<file path="config.mk">
export PLATFORM = sky130hd
export DESIGN_NAME = i2c_slave_responder
export DESIGN_NICKNAME = d
export VERILOG_FILES = /design/src/rtl/i2c_pkg.sv /design/src/rtl/i2c_bus_sync_detect.sv /design/src/rtl/i2c_slave_responder.sv
export SDC_FILE = /design/constraint.sdc
export NUM_CORES = 1
export LEC_CHECK = 0
export CAP_MARGIN = 5
export CORE_MARGIN = 5
export CORE_UTILIZATION = 66
export CTS_CLUSTER_DIAMETER = 50
export CTS_CLUSTER_SIZE = 16
export DETAILED_ROUTE_END_ITERATION = 7
export PLACE_DENSITY = 0.84
export SYNTH_ARGS = -nofsm -noshare
export SYNTH_HDL_FRONTEND = slang
export SYNTH_SLANG_ARGS = --single-unit
</file>
<file path="constraint.sdc">
create_clock -name clk_i -period 4.2 [get_ports clk_i]
set_clock_uncertainty 0.05 [all_clocks]
set_input_delay 0.42 -clock clk_i [delete_from_list [all_inputs] [get_ports clk_i]]
set_output_delay 0.42 -clock clk_i [all_outputs]
set_load 0.01 [all_outputs]
</file>
<file path="src/rtl/i2c_pkg.sv">
// Shared types and constants for the I2C target: FSM state encoding, the
// general-call address and the ACK/NACK bus levels.
package i2c_pkg;

    typedef enum logic [2:0] {
        IDLE,
        ADDR,
        ADDR_ACK,
        WR_BYTE,
        WR_ACK,
        RD_BYTE,
        RD_ACK,
        WAIT_STOP
    } i2c_slave_state_t;

    localparam logic [6:0] I2C_GENERAL_CALL_ADDR = 7'h00;
    localparam logic       I2C_ACK               = 1'b0;
    localparam logic       I2C_NACK              = 1'b1;

endpackage

</file>
<file path="src/rtl/i2c_bus_sync_detect.sv">
// SCL/SDA synchronizers plus SCL edge strobes and START/STOP detection.
// All strobes are combinational from the synchronized copies, one cycle wide.
module i2c_bus_sync_detect #(
    parameter int SYNC_STAGES = 2
) (
    input  logic clk_i,
    input  logic rst_i,
    input  logic scl_i,
    input  logic sda_i,
    output logic sda_o,
    output logic scl_rise_o,
    output logic scl_fall_o,
    output logic start_o,
    output logic stop_o
);

    logic [SYNC_STAGES-1:0] scl_sync_reg;
    logic [SYNC_STAGES-1:0] sda_sync_reg;
    logic                   scl_prev_reg;
    logic                   sda_prev_reg;
    logic                   scl_s;
    logic                   sda_s;

    // Synchronizers reset to 1 so an idle (pulled-up) bus shows no edge.
    genvar gi;
    generate
        for (gi = 0; gi < SYNC_STAGES; gi++) begin : g_sync
            logic scl_d;
            logic sda_d;
            if (gi == 0) begin : g_pin
                assign scl_d = scl_i;
                assign sda_d = sda_i;
            end else begin : g_chain
                assign scl_d = scl_sync_reg[gi-1];
                assign sda_d = sda_sync_reg[gi-1];
            end
            always_ff @(posedge clk_i) begin
                if (!rst_i) begin
                    scl_sync_reg[gi] <= 1'b1;
                    sda_sync_reg[gi] <= 1'b1;
                end else begin
                    scl_sync_reg[gi] <= scl_d;
                    sda_sync_reg[gi] <= sda_d;
                end
            end
        end
    endgenerate

    assign scl_s = scl_sync_reg[SYNC_STAGES-1];
    assign sda_s = sda_sync_reg[SYNC_STAGES-1];

    always_ff @(posedge clk_i) begin
        if (!rst_i) begin
            scl_prev_reg <= 1'b1;
            sda_prev_reg <= 1'b1;
        end else begin
            scl_prev_reg <= scl_s;
            sda_prev_reg <= sda_s;
        end
    end

    assign sda_o      = sda_s;
    assign scl_rise_o = scl_s & ~scl_prev_reg;
    assign scl_fall_o = ~scl_s & scl_prev_reg;
    // STOP wins if both ever decode together.
    assign stop_o     = scl_s & scl_prev_reg & ~sda_prev_reg & sda_s;
    assign start_o    = scl_s & scl_prev_reg & sda_prev_reg & ~sda_s & ~stop_o;

endmodule

</file>
<file path="src/rtl/i2c_slave_responder.sv">
// I2C target with a byte memory: first written byte sets the pointer, later
// bytes are stored; reads stream from the pointer. Option: I2C_SLAVE_GENERAL_CALL_EN.
module i2c_slave_responder
    import i2c_pkg::*;
#(
    parameter logic [6:0] SLAVE_ADDR  = 7'h22,
    parameter int         MEM_DEPTH   = 32,
    parameter int         SYNC_STAGES = 2
) (
    input  logic       clk_i,
    input  logic       rst_i,
    input  logic       scl_i,
    input  logic       sda_i,
    output logic       sda_oe_o,
    output logic       busy_o,
    output logic       start_o,
    output logic       stop_o,
    output logic       wr_valid_o,
    output logic [7:0] wr_addr_o,
    output logic [7:0] wr_data_o
);

    localparam int PTR_W = $clog2(MEM_DEPTH);

    logic sda_s, scl_rise, scl_fall, start_det, stop_det;

    i2c_bus_sync_detect #(
        .SYNC_STAGES(SYNC_STAGES)
    ) u_sync (
        .clk_i      (clk_i),
        .rst_i      (rst_i),
        .scl_i      (scl_i),
        .sda_i      (sda_i),
        .sda_o      (sda_s),
        .scl_rise_o (scl_rise),
        .scl_fall_o (scl_fall),
        .start_o    (start_det),
        .stop_o     (stop_det)
    );

    i2c_slave_state_t state_reg, state_next;
    logic [3:0]       bit_cnt_reg, bit_cnt_next;
    logic [7:0]       shift_reg, shift_next;
    logic [7:0]       tx_reg, tx_next;
    logic [PTR_W-1:0] ptr_reg, ptr_next;
    logic             ptr_loaded_reg, ptr_loaded_next;
    logic             gc_reg, gc_next;
    logic             sda_oe_reg, sda_oe_next;
    logic             busy_reg, busy_next;
    logic             start_reg, start_next;
    logic             stop_reg, stop_next;
    logic             wr_valid_reg, wr_valid_next;
    logic [7:0]       wr_addr_reg, wr_addr_next;
    logic [7:0]       wr_data_reg, wr_data_next;
    logic [7:0]       rd_data_reg;
    logic [7:0]       tx_shift;
    logic [7:0]       rx_byte;
    logic             mem_we;
    logic             gc_hit;

    logic [7:0] mem [MEM_DEPTH];

    assign rx_byte  = {shift_reg[6:0], sda_s};
    assign tx_shift = {tx_reg[6:0], 1'b0};

`ifdef I2C_SLAVE_GENERAL_CALL_EN
    assign gc_hit = (rx_byte[7:1] == I2C_GENERAL_CALL_ADDR) && !rx_byte[0];
`else
    assign gc_hit = 1'b0;
`endif

    // Read data is prefetched continuously; the pointer settles long before
    // the SCL falling edge that launches the next byte.
    always_ff @(posedge clk_i) begin
        if (mem_we) begin
            mem[ptr_reg] <= rx_byte;
        end
        rd_data_reg <= mem[ptr_reg];
    end

    always_comb begin
        state_next      = state_reg;
        bit_cnt_next    = bit_cnt_reg;
        shift_next      = shift_reg;
        tx_next         = tx_reg;
        ptr_next        = ptr_reg;
        ptr_loaded_next = ptr_loaded_reg;
        gc_next         = gc_reg;
        sda_oe_next     = sda_oe_reg;
        busy_next       = busy_reg;
        start_next      = 1'b0;
        stop_next       = 1'b0;
        wr_valid_next   = 1'b0;
        wr_addr_next    = wr_addr_reg;
        wr_data_next    = wr_data_reg;
        mem_we          = 1'b0;

        if (stop_det) begin
            state_next  = IDLE;
            sda_oe_next = 1'b0;
            busy_next   = 1'b0;
            stop_next   = 1'b1;
        end else if (start_det) begin
            state_next      = ADDR;
            bit_cnt_next    = 4'd0;
            sda_oe_next     = 1'b0;
            busy_next       = 1'b1;
            start_next      = 1'b1;
            ptr_loaded_next = 1'b0;
            gc_next         = 1'b0;
        end else begin
            case (state_reg)
                ADDR: begin
                    if (scl_rise) begin
                        shift_next   = rx_byte;
                        bit_cnt_next = bit_cnt_reg + 4'd1;
                        if (bit_cnt_reg == 4'd7) begin
                            bit_cnt_next = 4'd0;
                            if (rx_byte[7:1] == SLAVE_ADDR) begin
                                state_next = ADDR_ACK;
                            end else if (gc_hit) begin
                                state_next = ADDR_ACK;
                                gc_next    = 1'b1;
                            end else begin
                                state_next = WAIT_STOP;
                            end
                        end
                    end
                end
                // bit_cnt 0: ACK not yet driven; 1: ACK clock in progress.
                ADDR_ACK: begin
                    if (scl_fall) begin
                        if (bit_cnt_reg == 4'd0) begin
                            sda_oe_next  = ~I2C_ACK;
                            bit_cnt_next = 4'd1;
                        end else begin
                            bit_cnt_next = 4'd0;
                            if (shift_reg[0]) begin
                                state_next  = RD_BYTE;
                                tx_next     = rd_data_reg;
                                sda_oe_next = ~rd_data_reg[7];
                                ptr_next    = ptr_reg + PTR_W'(1);
                            end else begin
                                state_next  = WR_BYTE;
                                sda_oe_next = 1'b0;
                            end
                        end
                    end
                end
                WR_BYTE: begin
                    if (scl_rise) begin
                        shift_next   = rx_byte;
                        bit_cnt_next = bit_cnt_reg + 4'd1;
                        if (bit_cnt_reg == 4'd7) begin
                            bit_cnt_next = 4'd0;
                            state_next   = WR_ACK;
                            if (gc_reg) begin
                                ptr_next = ptr_reg;
                            end else if (!ptr_loaded_reg) begin
                                ptr_next        = rx_byte[PTR_W-1:0];
                                ptr_loaded_next = 1'b1;
                            end else begin
                                mem_we        = 1'b1;
                                wr_valid_next = 1'b1;
                                wr_addr_next  = 8'(ptr_reg);
                                wr_data_next  = rx_byte;
                                ptr_next      = ptr_reg + PTR_W'(1);
                            end
                        end
                    end
                end
                WR_ACK: begin
                    if (scl_fall) begin
                        if (bit_cnt_reg == 4'd0) begin
                            sda_oe_next  = ~I2C_ACK;
                            bit_cnt_next = 4'd1;
                        end else begin
                            sda_oe_next  = 1'b0;
                            bit_cnt_next = 4'd0;
                            state_next   = WR_BYTE;
                        end
                    end
                end
                RD_BYTE: begin
                    if (scl_rise) begin
                        bit_cnt_next = bit_cnt_reg + 4'd1;
                    end else if (scl_fall) begin
                        if (bit_cnt_reg == 4'd8) begin
                            sda_oe_next  = 1'b0;
                            bit_cnt_next = 4'd0;
                            state_next   = RD_ACK;
                        end else begin
                            tx_next     = tx_shift;
                            sda_oe_next = ~tx_shift[7];
                        end
                    end
                end
                // bit_cnt becomes 1 once the master's ACK has been seen.
                RD_ACK: begin
                    if (scl_rise) begin
                        if (sda_s == I2C_ACK) begin
                            bit_cnt_next = 4'd1;
                        end else begin
                            state_next = WAIT_STOP;
                        end
                    end else if (scl_fall && bit_cnt_reg == 4'd1) begin
                        bit_cnt_next = 4'd0;
                        state_next   = RD_BYTE;
                        tx_next      = rd_data_reg;
                        sda_oe_next  = ~rd_data_reg[7];
                        ptr_next     = ptr_reg + PTR_W'(1);
                    end
                end
                default: begin
                    sda_oe_next = 1'b0;
                end
            endcase
        end
    end

    always_ff @(posedge clk_i) begin
        if (!rst_i) begin
            state_reg      <= IDLE;
            bit_cnt_reg    <= 4'd0;
            shift_reg      <= 8'd0;
            tx_reg         <= 8'd0;
            ptr_reg        <= '0;
            ptr_loaded_reg <= 1'b0;
            gc_reg         <= 1'b0;
            sda_oe_reg     <= 1'b0;
            busy_reg       <= 1'b0;
            start_reg      <= 1'b0;
            stop_reg       <= 1'b0;
            wr_valid_reg   <= 1'b0;
            wr_addr_reg    <= 8'd0;
            wr_data_reg    <= 8'd0;
        end else begin
            state_reg      <= state_next;
            bit_cnt_reg    <= bit_cnt_next;
            shift_reg      <= shift_next;
            tx_reg         <= tx_next;
            ptr_reg        <= ptr_next;
            ptr_loaded_reg <= ptr_loaded_next;
            gc_reg         <= gc_next;
            sda_oe_reg     <= sda_oe_next;
            busy_reg       <= busy_next;
            start_reg      <= start_next;
            stop_reg       <= stop_next;
            wr_valid_reg   <= wr_valid_next;
            wr_addr_reg    <= wr_addr_next;
            wr_data_reg    <= wr_data_next;
        end
    end

    assign sda_oe_o   = sda_oe_reg;
    assign busy_o     = busy_reg;
    assign start_o    = start_reg;
    assign stop_o     = stop_reg;
    assign wr_valid_o = wr_valid_reg;
    assign wr_addr_o  = wr_addr_reg;
    assign wr_data_o  = wr_data_reg;

endmodule

</file>
Word-level counts from Yosys, hierarchy flattened
Memories as Yosys holds them, arrays and structs flattened. A register that Yosys moved wholly into a read port is not among the register bits.
Cells that the tools add are included.
- memory bits (writable): 256
- input bits: 4
- register bits after elaboration: 51
- memories: 1
- memories (name ; words ; width ; read ports ; clocked after Yosys merged registers in ; write ports ; line ; text):
    mem ; 32 ; 8 ; 1 ; 1 ; 1 ; i2c_slave_responder.sv:61 ; logic [7:0] mem [MEM_DEPTH];
- bitwise gates (word level): 18
- equal/unequal tests: 45
- reduce and logical (&&, ||, !) cells: 23
- mux-type cells: 73
- $add $sub $neg: 2
- operator list (kind ; count):
    7-bit two-way mux ; 8
    3-bit two-way mux ; 16
    4-bit two-way mux ; 10
    5-bit two-way mux ; 8
    3-bit != test, second input constant ; 12
    2-bit != test, second input constant ; 15
    14-bit AND reduction ; 2
    1-bit two-way mux ; 26
    7-bit one-hot mux with 3 select lines ; 1
    3-bit one-hot mux with 6 select lines ; 1
    4-bit != test, second input constant ; 4
    4-bit one-hot mux with 4 select lines ; 1
    5-bit one-hot mux with 3 select lines ; 1
    11-bit AND reduction ; 1
    1-bit NOT ; 10
    10-bit AND reduction ; 1
    3-bit equality test, second input constant ; 3
    1-bit AND ; 8
    4-bit AND reduction ; 2
    8-bit AND reduction ; 1
    7-bit by 6-bit equality test with 1-bit output, second input constant ; 1
    7-bit AND reduction ; 1
    7-bit nonzero test ; 1
    3-bit by 2-bit equality test with 1-bit output, second input constant ; 2
    19 further kinds ; 25

Longest topological paths before layout
- depth in word-level cells: 9
- mapped depth: 10
- gate-level depth less buffers: 7

By module
Synthesis repeated with hierarchy kept, for this count alone.
- cells, all modules: 766
- area, all modules: 12604.6 sq um
- modules (own cells, without submodules) (module ; times used ; sequential area each (sq um) ; cells each ; area each (sq um)):
    i2c_slave_responder ; 1 ; 8748.4 ; 750 ; 12414.4
    i2c_bus_sync_detect ; 1 ; 120.1 ; 16 ; 190.2

Worst setup path before layout
OpenSTA, ideal clock, no wires.
- path kind: reg-to-reg
- from: reg u_sync.sda_sync_reg[1], in the netlist u_sync.sda_o
- to: mem mem[4][0] (enable)
- arrival time: 2106 ps
- clock period less this slack: 2527 ps
- slack: 1673 ps
- stages on the path, launching flop included: 8
- library setup time: 370 ps
- path through: dfxtp_1 buf_2 xor2_1 nand2_1 and4_1 buf_2 nand2_1 nor2_1
- longest elaborated chain between the ends: 7
- elaborated cells on any way between the ends: 9
- those cells by class: mux: 4; bitwise: 5
- RTL lines (what ; line ; text):
    start, declared ; i2c_bus_sync_detect.sv:18 ; logic [SYNC_STAGES-1:0] sda_sync_reg;
    start signal, assigned by index ; i2c_bus_sync_detect.sv:40 ; sda_sync_reg[gi] <= 1'b1;
    start signal, assigned by index ; i2c_bus_sync_detect.sv:43 ; sda_sync_reg[gi] <= sda_d;
    1-bit NOT or 1-bit AND (tied branches) ; i2c_bus_sync_detect.sv:67, i2c_bus_sync_detect.sv:66 ;
    1-bit AND or 1-bit NOT (tied branches) ; -- ;
    1-bit AND ; i2c_bus_sync_detect.sv:67 ; assign start_o = scl_s & scl_prev_reg & sda_prev_reg & ~sda_s & ~stop_o;
    1-bit two-way mux ; i2c_slave_responder.sv:103 ; end else if (start_det) begin
    1-bit two-way mux (*) ; -- ;
    1-bit two-way mux (*) ; i2c_slave_responder.sv:75 ; if (mem_we) begin
    1-bit two-way mux (not written as such) (*) ; i2c_slave_responder.sv:76 ; mem[ptr_reg] <= rx_byte;
    end, declared ; i2c_slave_responder.sv:61 ;
Every way passes the cells marked *; elsewhere a longest branch is shown, timed or not.

Final worst setup path
- from: reg state_reg[2]
- to: reg tx_reg[5]
- longest elaborated chain between the ends: 3
- elaborated cells on any way between the ends: 14
- those cells by class: eq/ne: 11; mux: 1; reduce/logical: 2
- RTL lines (what ; line ; text):
    start, declared ; i2c_slave_responder.sv:41 ; i2c_slave_state_t state_reg, state_next;
    start signal, assigned ; i2c_slave_responder.sv:238 ; state_reg <= state_next;
    3-bit equality test or 3-bit by 2-bit equality test with 1-bit output (tied branches) ; i2c_slave_responder.sv:112 ; case (state_reg)
    2-bit != test (no line) or 3-bit nonzero test (tied branches) ; -- ;
    11-bit AND reduction (no line) ; -- ;
    end signal, assigned ; i2c_slave_responder.sv:241 ; tx_reg <= tx_next;
    end, declared ; i2c_slave_responder.sv:44 ; logic [7:0] tx_reg, tx_next;
Parallel ways exist; a longest one is shown, timed or not.
A chain may end at the register's enable or synchronous reset.

==> impl_metrics.csv <==
group,metric,value,unit
setup_path,crit_type,"reg -> reg",
power_and_ir_drop,vdd_drop_max,0.429,mV
cts,cts_tree,"built",
cts,htreeDepth,1,
placed_design,placed_area,0.0131,mm²
routing,drt-pass1-iter-count,6,
global_routing,grt_pass1_vias,7154,
cells_and_area,largest_reg_flops,256,
synth,yosysTopAreaCellShare,60.5,%
cts,cts_setup_buffers,0,
cts,clock_path_buffers,3,
setup_path,crit_fanout,21,
hold_path,hold_start,"u_sync.g_sync[1].scl_d",
hold_path,hold_end,"u_sync.scl_s",
synth,syn_area,0.0127,mm²
setup_path,end_kind,"flop",
synth,ys_types,70,
hold_path,min_path_type,"reg -> reg",
setup_path,critPathMaxStageDelay,910,ps
setup_path,r2r-end,"tx_reg[5]",
floorplanning,num_io_pins,25,
placed_design,gp_congestion,0.898,
setup_path,reg2reg_from,"state_reg[2]",
synth,synthFlopType,"edfxtp_1",
setup_path,critPathArrivalTime,3860,ps
global_routing,overflow,0,
power_and_ir_drop,p_per_area,423,mW/mm²
timing,period_share,82.9,%
timing,rsz0062_at_grt,"no",
cts,cts.sinks,315,
setup_path,path_cells,"nand3b_1 -> or2_4 -> o22ai_1 -> a21oi_1 -> a311oi_1",
timing,fmax,287,MHz
timing,relSlewSlack,17.9,%
routing,ant_nets,0,
timing,setup_violations,0,
outcome,outcome,"finished, final reports clean",
setup_path,r2r_slack,720,ps
synth,ys_seq_elements,315,
global_routing,antenna_found_initial,0,
cts,cts_made_buffers,28,
global_routing,grt_usage,26.0,%
timing,min_period,3480,ps
floorplanning,die_area,0.0221,mm²
cells_and_area,n_antenna_cell,0,
placed_design,port_buffers,21,
routing,viasPerCell,6.86,
routing,num_vias,7197,
synth,synth_area_leader_cell,"edfxtp_1",
run,cap_violations,0,
setup_path,slowest_stage,"o22ai_1",
cells_and_area,drive_gt1_share,16.7,%
routing,drt_iter0_drc,848,
synth,synth_seq_area_share,69.8,%
timing,finalMaxSlewViolations,0,
floorplanning,start_util,67.4,%
routing,totalWireLength,28.5,mm
synth,syn_inst,758,
timing,hold_viol,0,
cts,clockRootBuffer,"clkbuf_16",
setup_path,cp.required,4580,ps
synth,avgSynthCellArea,16.8,µm²
routing,wl_per_cell,27.2,µm
floorplanning,die_h,149,µm
synth,synth.area.top_cells,"edfxtp_1 (61%), mux4_2 (11%), dfxtp_1 (9.3%)",
floorplanning,rows,50,
power_and_ir_drop,leakagePower,0.00438,µW
cts,clkTransAtPathRegs,70,ps
floorplanning,core_area,0.0188,mm²
hold_path,whs_path_depth,1,
routing,drt-met1-wl,10.5,mm
routing,drc,0,
timing,finalSetupTns,0,ps
global_routing,grt_max_degree,47,
global_routing,grt_pass1_wl,43.5,mm
setup_path,crit_path_start_kind,"flop",
cts,hold_buffers,0,
synth,synth_most_common_cell,"edfxtp_1",
cells_and_area,syn2layout_area_growth,10.4,%
routing,highest_layer,"met4",
cts,cts_resized,0,
synth,async_reset_ff_share,0,%
cts,clock_latency,560,ps
timing,worst_pin_slew,1220,ps
routing,wl_met2,14.4,mm
placed_design,dp_hpwl,16.9,mm
setup_path,r2r_cells,5,
synth,synth-edff-count,256,
cells_and_area,nets,786,
synth,synthTopCellsByCount,"edfxtp_1 (256), nor2_1 (67), mux4_2 (64), dfxtp_1 (59), a22oi_1 (32)",
cells_and_area,design_area,0.0140,mm²
power_and_ir_drop,p_total,5930,µW
synth,ys_warn_count,0,
routing,wl_met3,2.67,mm
floorplanning,die_x,149,µm
-- placed cells by master (no fill, tap or decap), types with 5 or more instances in the layout --
| master | count |
|---|---|
| nor2_1 | 67 |
| nand3_1 | 7 |
| a22oi_1 | 32 |
| clkbuf_16 | 28 |
| inv_1 | 12 |
| and2_1 | 5 |
| mux2i_1 | 26 |
| nand4_1 | 12 |
| nand2_1 | 21 |
| a21oi_1 | 19 |
| clkdlybuf4s50_1 | 21 |
| o21ai_0 | 10 |
| buf_4 | 10 |
| nand3b_1 | 7 |
| a311oi_1 | 6 |
| nor2b_1 | 7 |
| nor3_1 | 5 |
| dfxtp_1 | 57 |
| a211oi_1 | 7 |
| mux4_2 | 64 |
| nand2b_1 | 8 |
| ha_1 | 10 |
| edfxtp_1 | 256 |
| a31oi_1 | 6 |
-- where the power goes --
part / switching [µW] / total (µW) / internal (µW)
Clock: 1150 / 2520 / 1370
Sequential: 5.90 / 3340 / 3330
Combinational: 44.0 / 68.4 / 24.4
-- how the worst max path moves through the flow --
stage | cells past startpoint | from | to | slack, ps
floorplan | 7 | u_sync.sda_o | mem[4][0] | 1670
global placement | 5 | state_reg[2] | tx_reg[2] | 1130
detailed placement | 5 | state_reg[2] | tx_reg[0] | 1010
CTS | 5 | state_reg[2] | tx_reg[5] | 880
global route | 5 | state_reg[2] | tx_reg[5] | 600
finish | 5 | state_reg[2] | tx_reg[5] | 720
-- cell families (layout without fill, tap and decap cells) --
logic type	count (synthesis)	after routing	share of synthesized area (%)
AO/OA/AOI/OAI	115	115	6.56
XOR/XNOR	2	2	0.138
adder cells (fa/ha/maj)	10	10	0.985
buffers and inverters	63	92	2.45
flip-flops	315	315	69.8
multiplexers	90	90	13.4
other	1	3	0.0295
AND/OR/NAND/NOR	162	162	6.60
-- through the flow --
stage	hold slack, ps	worst slack (ps)	instances	util, %
5_1_grt	397	602	1049	74.4
3_3_place_gp	341	1130	1000	69.3
4_1_cts	383	884	1047	74.2
6_report	374	720	1049	74.4
3_5_place_dp	365	1010	1000	69.3
2_1_floorplan	336	1670	760	-
-- layer usage --
metal | track usage (%) | vias to the layer above
met5 | 0 | -
met4 | 7.53 | 0
met3 | 5.12 | 74
met2 | 43.2 | 490
met1 | 35.7 | 3594
li1 | - | 3039
-- worst max-delay path: cells and delay by family, from the launching register on --
kind,cells,cell delay [ps]
compound gates,3,1500
flops,1,770
simple gates,2,1050
-- cell type report --
class,count,area (µm²)
Multi-Input combinational cell,382,3530
Clock buffer,32,716
Clock inverter,15,191
Sequential cell,315,8870
Timing Repair Buffer,33,340
Tap cell,260,325
Inverter,12,45.0
Fill cell,1040,4810
No activity file was read; power rests on OpenSTA's default activity.
